**src/rtl/vram_arbiter.sv**
```systemverilog
// Video/CPU RAM slot arbiter: a 16-phase slot gives phases 0-7 to a two-byte video fetch
// and phase 8 to a single CPU access, which completes at phase 12.
module vram_arbiter (
    input  logic        clk,
    input  logic        reset,
    input  logic        cen_16,
    input  logic        vid_en,
    input  logic [14:0] vid_addr,
    input  logic        cpu_req,
    input  logic        cpu_we,
    input  logic [15:0] cpu_addr,
    input  logic [7:0]  cpu_wdata,
    input  logic [7:0]  ram_rdata,
    output logic [15:0] ram_addr,
    output logic        ram_we,
    output logic [7:0]  ram_wdata,
    output logic [7:0]  cpu_rdata,
    output logic        cpu_ack,
    output logic        ready,
    output logic [15:0] vid_data,
    output logic        vid_valid,
    output logic [3:0]  phase
);

    typedef enum logic [1:0] {IDLE, VLO, VHI, CPU} state_t;

    state_t      state_q, state_d;
    logic [3:0]  phase_q, phase_d;
    logic [14:0] vaddr_q, vaddr_d;
    logic [15:0] ram_addr_q, ram_addr_d;
    logic        ram_we_q, ram_we_d;
    logic [7:0]  ram_wdata_q, ram_wdata_d;
    logic [7:0]  cpu_rdata_q, cpu_rdata_d;
    logic        cpu_ack_q, cpu_ack_d;
    logic [15:0] vid_data_q, vid_data_d;
    logic        vid_valid_q, vid_valid_d;
    logic        served_q, served_d;

    // NOTE: sequential state uses non-blocking assignments only, so every register
    // samples the pre-edge values regardless of statement order.
    always_ff @(posedge clk or posedge reset) begin
        if (reset) begin
            state_q     <= IDLE;
            phase_q     <= 4'd0;
            vaddr_q     <= 15'd0;
            ram_addr_q  <= 16'd0;
            ram_we_q    <= 1'b0;
            ram_wdata_q <= 8'd0;
            cpu_rdata_q <= 8'd0;
            cpu_ack_q   <= 1'b0;
            vid_data_q  <= 16'd0;
            vid_valid_q <= 1'b0;
            served_q    <= 1'b0;
        end else begin
            state_q     <= state_d;
            phase_q     <= phase_d;
            vaddr_q     <= vaddr_d;
            ram_addr_q  <= ram_addr_d;
            ram_we_q    <= ram_we_d;
            ram_wdata_q <= ram_wdata_d;
            cpu_rdata_q <= cpu_rdata_d;
            cpu_ack_q   <= cpu_ack_d;
            vid_data_q  <= vid_data_d;
            vid_valid_q <= vid_valid_d;
            served_q    <= served_d;
        end
    end

    // NOTE: every signal driven here gets a default first; a path that skips an
    // assignment would otherwise infer a latch.
    always_comb begin
        state_d     = state_q;
        phase_d     = phase_q;
        vaddr_d     = vaddr_q;
        ram_addr_d  = ram_addr_q;
        ram_we_d    = ram_we_q;
        ram_wdata_d = ram_wdata_q;
        cpu_rdata_d = cpu_rdata_q;
        cpu_ack_d   = 1'b0;
        vid_data_d  = vid_data_q;
        vid_valid_d = 1'b0;
        // Holding cpu_req after an ack keeps served set, blocking a second grant.
        served_d    = cpu_req & (served_q | cpu_ack_q);

        if (cen_16) begin
            phase_d = phase_q + 4'd1;
            unique case (state_q)
                IDLE: begin
                    if (phase_q == 4'd0 && vid_en) begin
                        vaddr_d    = vid_addr;
                        ram_addr_d = {vid_addr, 1'b0};
                        ram_we_d   = 1'b0;
                        state_d    = VLO;
                    end else if (phase_q == 4'd8 && cpu_req && !served_q) begin
                        ram_addr_d  = cpu_addr;
                        ram_we_d    = cpu_we;
                        ram_wdata_d = cpu_wdata;
                        state_d     = CPU;
                    end
                end
                VLO: begin
                    if (phase_q == 4'd2) begin
                        vid_data_d[7:0] = ram_rdata;
                        ram_addr_d      = {vaddr_q, 1'b1};
                        state_d         = VHI;
                    end
                end
                VHI: begin
                    if (phase_q == 4'd4) begin
                        vid_data_d[15:8] = ram_rdata;
                        vid_valid_d      = 1'b1;
                        state_d          = IDLE;
                    end
                end
                CPU: begin
                    if (phase_q == 4'd12) begin
                        // ram_we_q still holds the granted cpu_we, so it marks a write.
                        if (!ram_we_q) begin
                            cpu_rdata_d = ram_rdata;
                        end
                        ram_we_d  = 1'b0;
                        cpu_ack_d = 1'b1;
                        state_d   = IDLE;
                    end
                end
            endcase
        end
    end

    assign ram_addr  = ram_addr_q;
    assign ram_we    = ram_we_q;
    assign ram_wdata = ram_wdata_q;
    assign cpu_rdata = cpu_rdata_q;
    assign cpu_ack   = cpu_ack_q;
    assign vid_data  = vid_data_q;
    assign vid_valid = vid_valid_q;
    assign phase     = phase_q;
    assign ready     = reset | ~(cpu_req & ~served_q & ~cpu_ack_q);

endmodule

```
**config.mk**
```make
export PLATFORM = sky130hd
export DESIGN_NAME = vram_arbiter
export DESIGN_NICKNAME = d
export VERILOG_FILES = /design/src/rtl/vram_arbiter.sv
export SDC_FILE = /design/constraint.sdc
export NUM_CORES = 1
export LEC_CHECK = 0
export CORE_MARGIN = 4
export CORE_UTILIZATION = 44
export DETAILED_ROUTE_END_ITERATION = 6
export PLACE_DENSITY = 0.77
export SETUP_SLACK_MARGIN = 0.4
export SYNTH_ARGS = -nofsm -noshare
export SYNTH_HDL_FRONTEND = slang
export SYNTH_SLANG_ARGS = --single-unit
```
**constraint.sdc**
```tcl
create_clock -name clk -period 3.3 [get_ports clk]
set_input_delay 0.66 -clock clk [delete_from_list [all_inputs] [get_ports clk]]
set_output_delay 0.66 -clock clk [all_outputs]
set_load 0.01 [all_outputs]
```
==> flow_summary.ini <==
[status]
status = finished clean

[die]
ioPinCount = 109
core-area_um2 = 7290
die_w_um = 95.0
die_h_um = 95.0
start_util_pct = 45.7
num_rows = 31
die-area_um2 = 9020

[routing]
drt-pass1-iter-count = 4
vias = 2294
drc_errors = 0
wl_mm = 7.74
drt-wirelength-per-cell_um = 16.9
routed_via_density = 5.00
drt-initial-drc-count = 90
ant_nets = 0

[timing]
tightest_slew_ns = 0.904
fin_hold_ws_ns = 0.498
slew_violations = 0
finalHoldViolations = 0
slew_headroom_pct = 39.7
period_share_pct = 77.5
fmax_ghz = 0.391
finalSetupViolations = 0
finClkSkew_ns = 0.0105
final.setup.worst_slack_ns = 0.743
min_period_ns = 2.56
rsz0062_at_grt = false
setup_tns_ns = 0

[layout]
antennaDiodeCount = 0
finalNetCount = 411
area_growth_pct = 42.7
drive_above_1_share_pct = 25.8
final_util_pct = 65.2
fillers = 585

[clocking]
cts_htree_levels = 3
insertion_delay_ns = 0.34
hold_buffers = 0
clk_path_buf_depth = 2
cts-root-buf = clkbuf_8
cts_resized = 0
postCtsSetupRepairBufs = 0
cts_buffers = 9
clkSinkCount = 73
tritoncts = yes
clk_pin_slew_worst_paths_ns = 0.07

[global_route]
antenna_found_initial = 0
grt_pass1_vias = 2457
grt_max_degree = 74
overflow = 0
grtUsageTotal_pct = 18.4
grt_pass1_wl_mm = 12.5

[yosys]
ys_ff_latch = 73
synth_largest_area_cell = dfrtp_1
yosysMostFrequentCell = dfrtp_1
ys_top_cells_by_count = dfrtp_1, mux2_2, nor2_1, mux2i_1, a21oi_1
seq_area_frac_synth_pct = 54.9
syn_area_per_cell_um2 = 13.7
netlist.area_leader.share_pct = 54.9
syn-num-nets = 299
ys_top_cells_by_area = dfrtp_1, mux2_2, mux2i_1, mux2_4, a21oi_1
async_flop_share_pct = 100
synth_edf_count = 0
postSynthCellCount = 243
ys.flop_type = dfrtp_1
synth_area_um2 = 3330
yosys_warnings = 0
ys_types = 38

[placement]
port_buffers = 108
gp_congestion = 0.754
place_ws_ns = 0.665
dpl.hpwl_mm = 5.61

[critical_path]
path_class = input pin to primary output
regToRegEndpoint = ram_addr[13]
path_max_fanout = 2
reg2reg_slack_ns = 0.95
crit_path_end_kind = primary output
crit_arrival_ns = 1.90
startpoint = reset
reg2reg_depth = 8
startpoint_type = input pin
cp.required_ns = 2.64
reg2reg_from = phase[0]
cp-endpoint = ready

[pwr]
total_power_w = 0.00400
ir_drop_mv = 0.471
powerDensity_nw_per_um2 = 843
p_leak_nw = 2.10

[run]
cap_violations = 0

[min_path]
min-delay-path-class = flop to flop
[layer usage]
layer / vias to the layer above / wire (um) / global-route usage [%]
li1: 1078 / - / -
met1: 1147 / 3100 / 21.8
met2: 53 / 4110 / 31.6
met3: 16 / 333 / 4.30
met4: 0 / 201 / 8.29
met5: - / 0 / 0
[worst max-delay path: stages]
cell	delay, ns
clkdlybuf4s50_1	0.51
clkinvlp_4	0.10
nand3_1	0.07
clkdlybuf4s50_1	0.55
[area by class of cell]
cell class | count | area, um^2 | area share [%]
Clock inverter | 6 | 138 | 2.90
Timing Repair Buffer | 114 | 1130 | 23.7
Sequential cell | 73 | 1830 | 38.5
Clock buffer | 10 | 128 | 2.69
Inverter | 8 | 33.8 | 0.711
Multi-Input combinational cell | 149 | 1380 | 28.9
Tap cell | 99 | 124 | 2.61
[where the power goes]
group / total [W] / internal, W / switching [W]
combinational: 0.00157 / 0.000964 / 0.000609
clock: 0.000924 / 0.000585 / 0.000339
sequential: 0.00151 / 0.00125 / 0.000257
total: 0.00400 / 0.00280 / 0.00121
[cell usage in the layout (no fill, tap or decap), types with 4 or more instances in the layout]
cell type and count:
nand4_1 4, clkbuf_8 9, o21ai_0 5, a21oi_1 15
inv_1 7, mux2_2 51, buf_4 6, nor2_1 18
mux2_4 10, dfrtp_1 73, bufinv_16 4, clkdlybuf4s50_1 108
mux2i_1 16
[registers in the layout (all words and copies together) (netlist names)]
register and flops:
ram_addr 16, vid_data 16, vaddr_q 15, cpu_rdata 8
ram_wdata 8, phase 4, state_q 2, cpu_ack 1
ram_we 1, served_q 1, vid_valid 1
[stage by stage]
step | cells | instance area [um^2]
after floorplan | 243 | 3330
after global placement | 443 | 4490
after detailed placement | 443 | 4490
after CTS | 459 | 4750
after global routing | 459 | 4750
final | 459 | 4750
[worst min path at each step]
| stage | start | to | slack, ns | cells after the start |
|---|---|---|---|---|
| 2_1_floorplan | vaddr_q[14] | vaddr_q[14] | 0.46 | 1 |
| 6_report | vaddr_q[14] | vaddr_q[14] | 0.50 | 1 |
| 3_5_place_dp | vaddr_q[14] | vaddr_q[14] | 0.48 | 1 |
| 3_3_place_gp | vaddr_q[6] | vaddr_q[6] | 0.48 | 1 |
| 4_1_cts | vaddr_q[14] | vaddr_q[14] | 0.50 | 1 |
| 5_1_grt | cpu_rdata[5] | cpu_rdata[5] | 0.52 | 1 |
[cells by family (layout without fill, tap and decap cells)]
| family | after synthesis | count (layout) | synth area share [%] |
|---|---|---|---|
| buf+inv | 21 | 138 | 3.83 |
| flops | 73 | 73 | 54.9 |
| fa+ha+maj | 3 | 3 | 1.13 |
| xor+xnor | 3 | 3 | 0.789 |
| compound gates | 26 | 26 | 4.96 |
| simple gates | 38 | 38 | 7.18 |
| mux | 79 | 79 | 27.2 |
No activity file was read; power rests on OpenSTA's default activity.
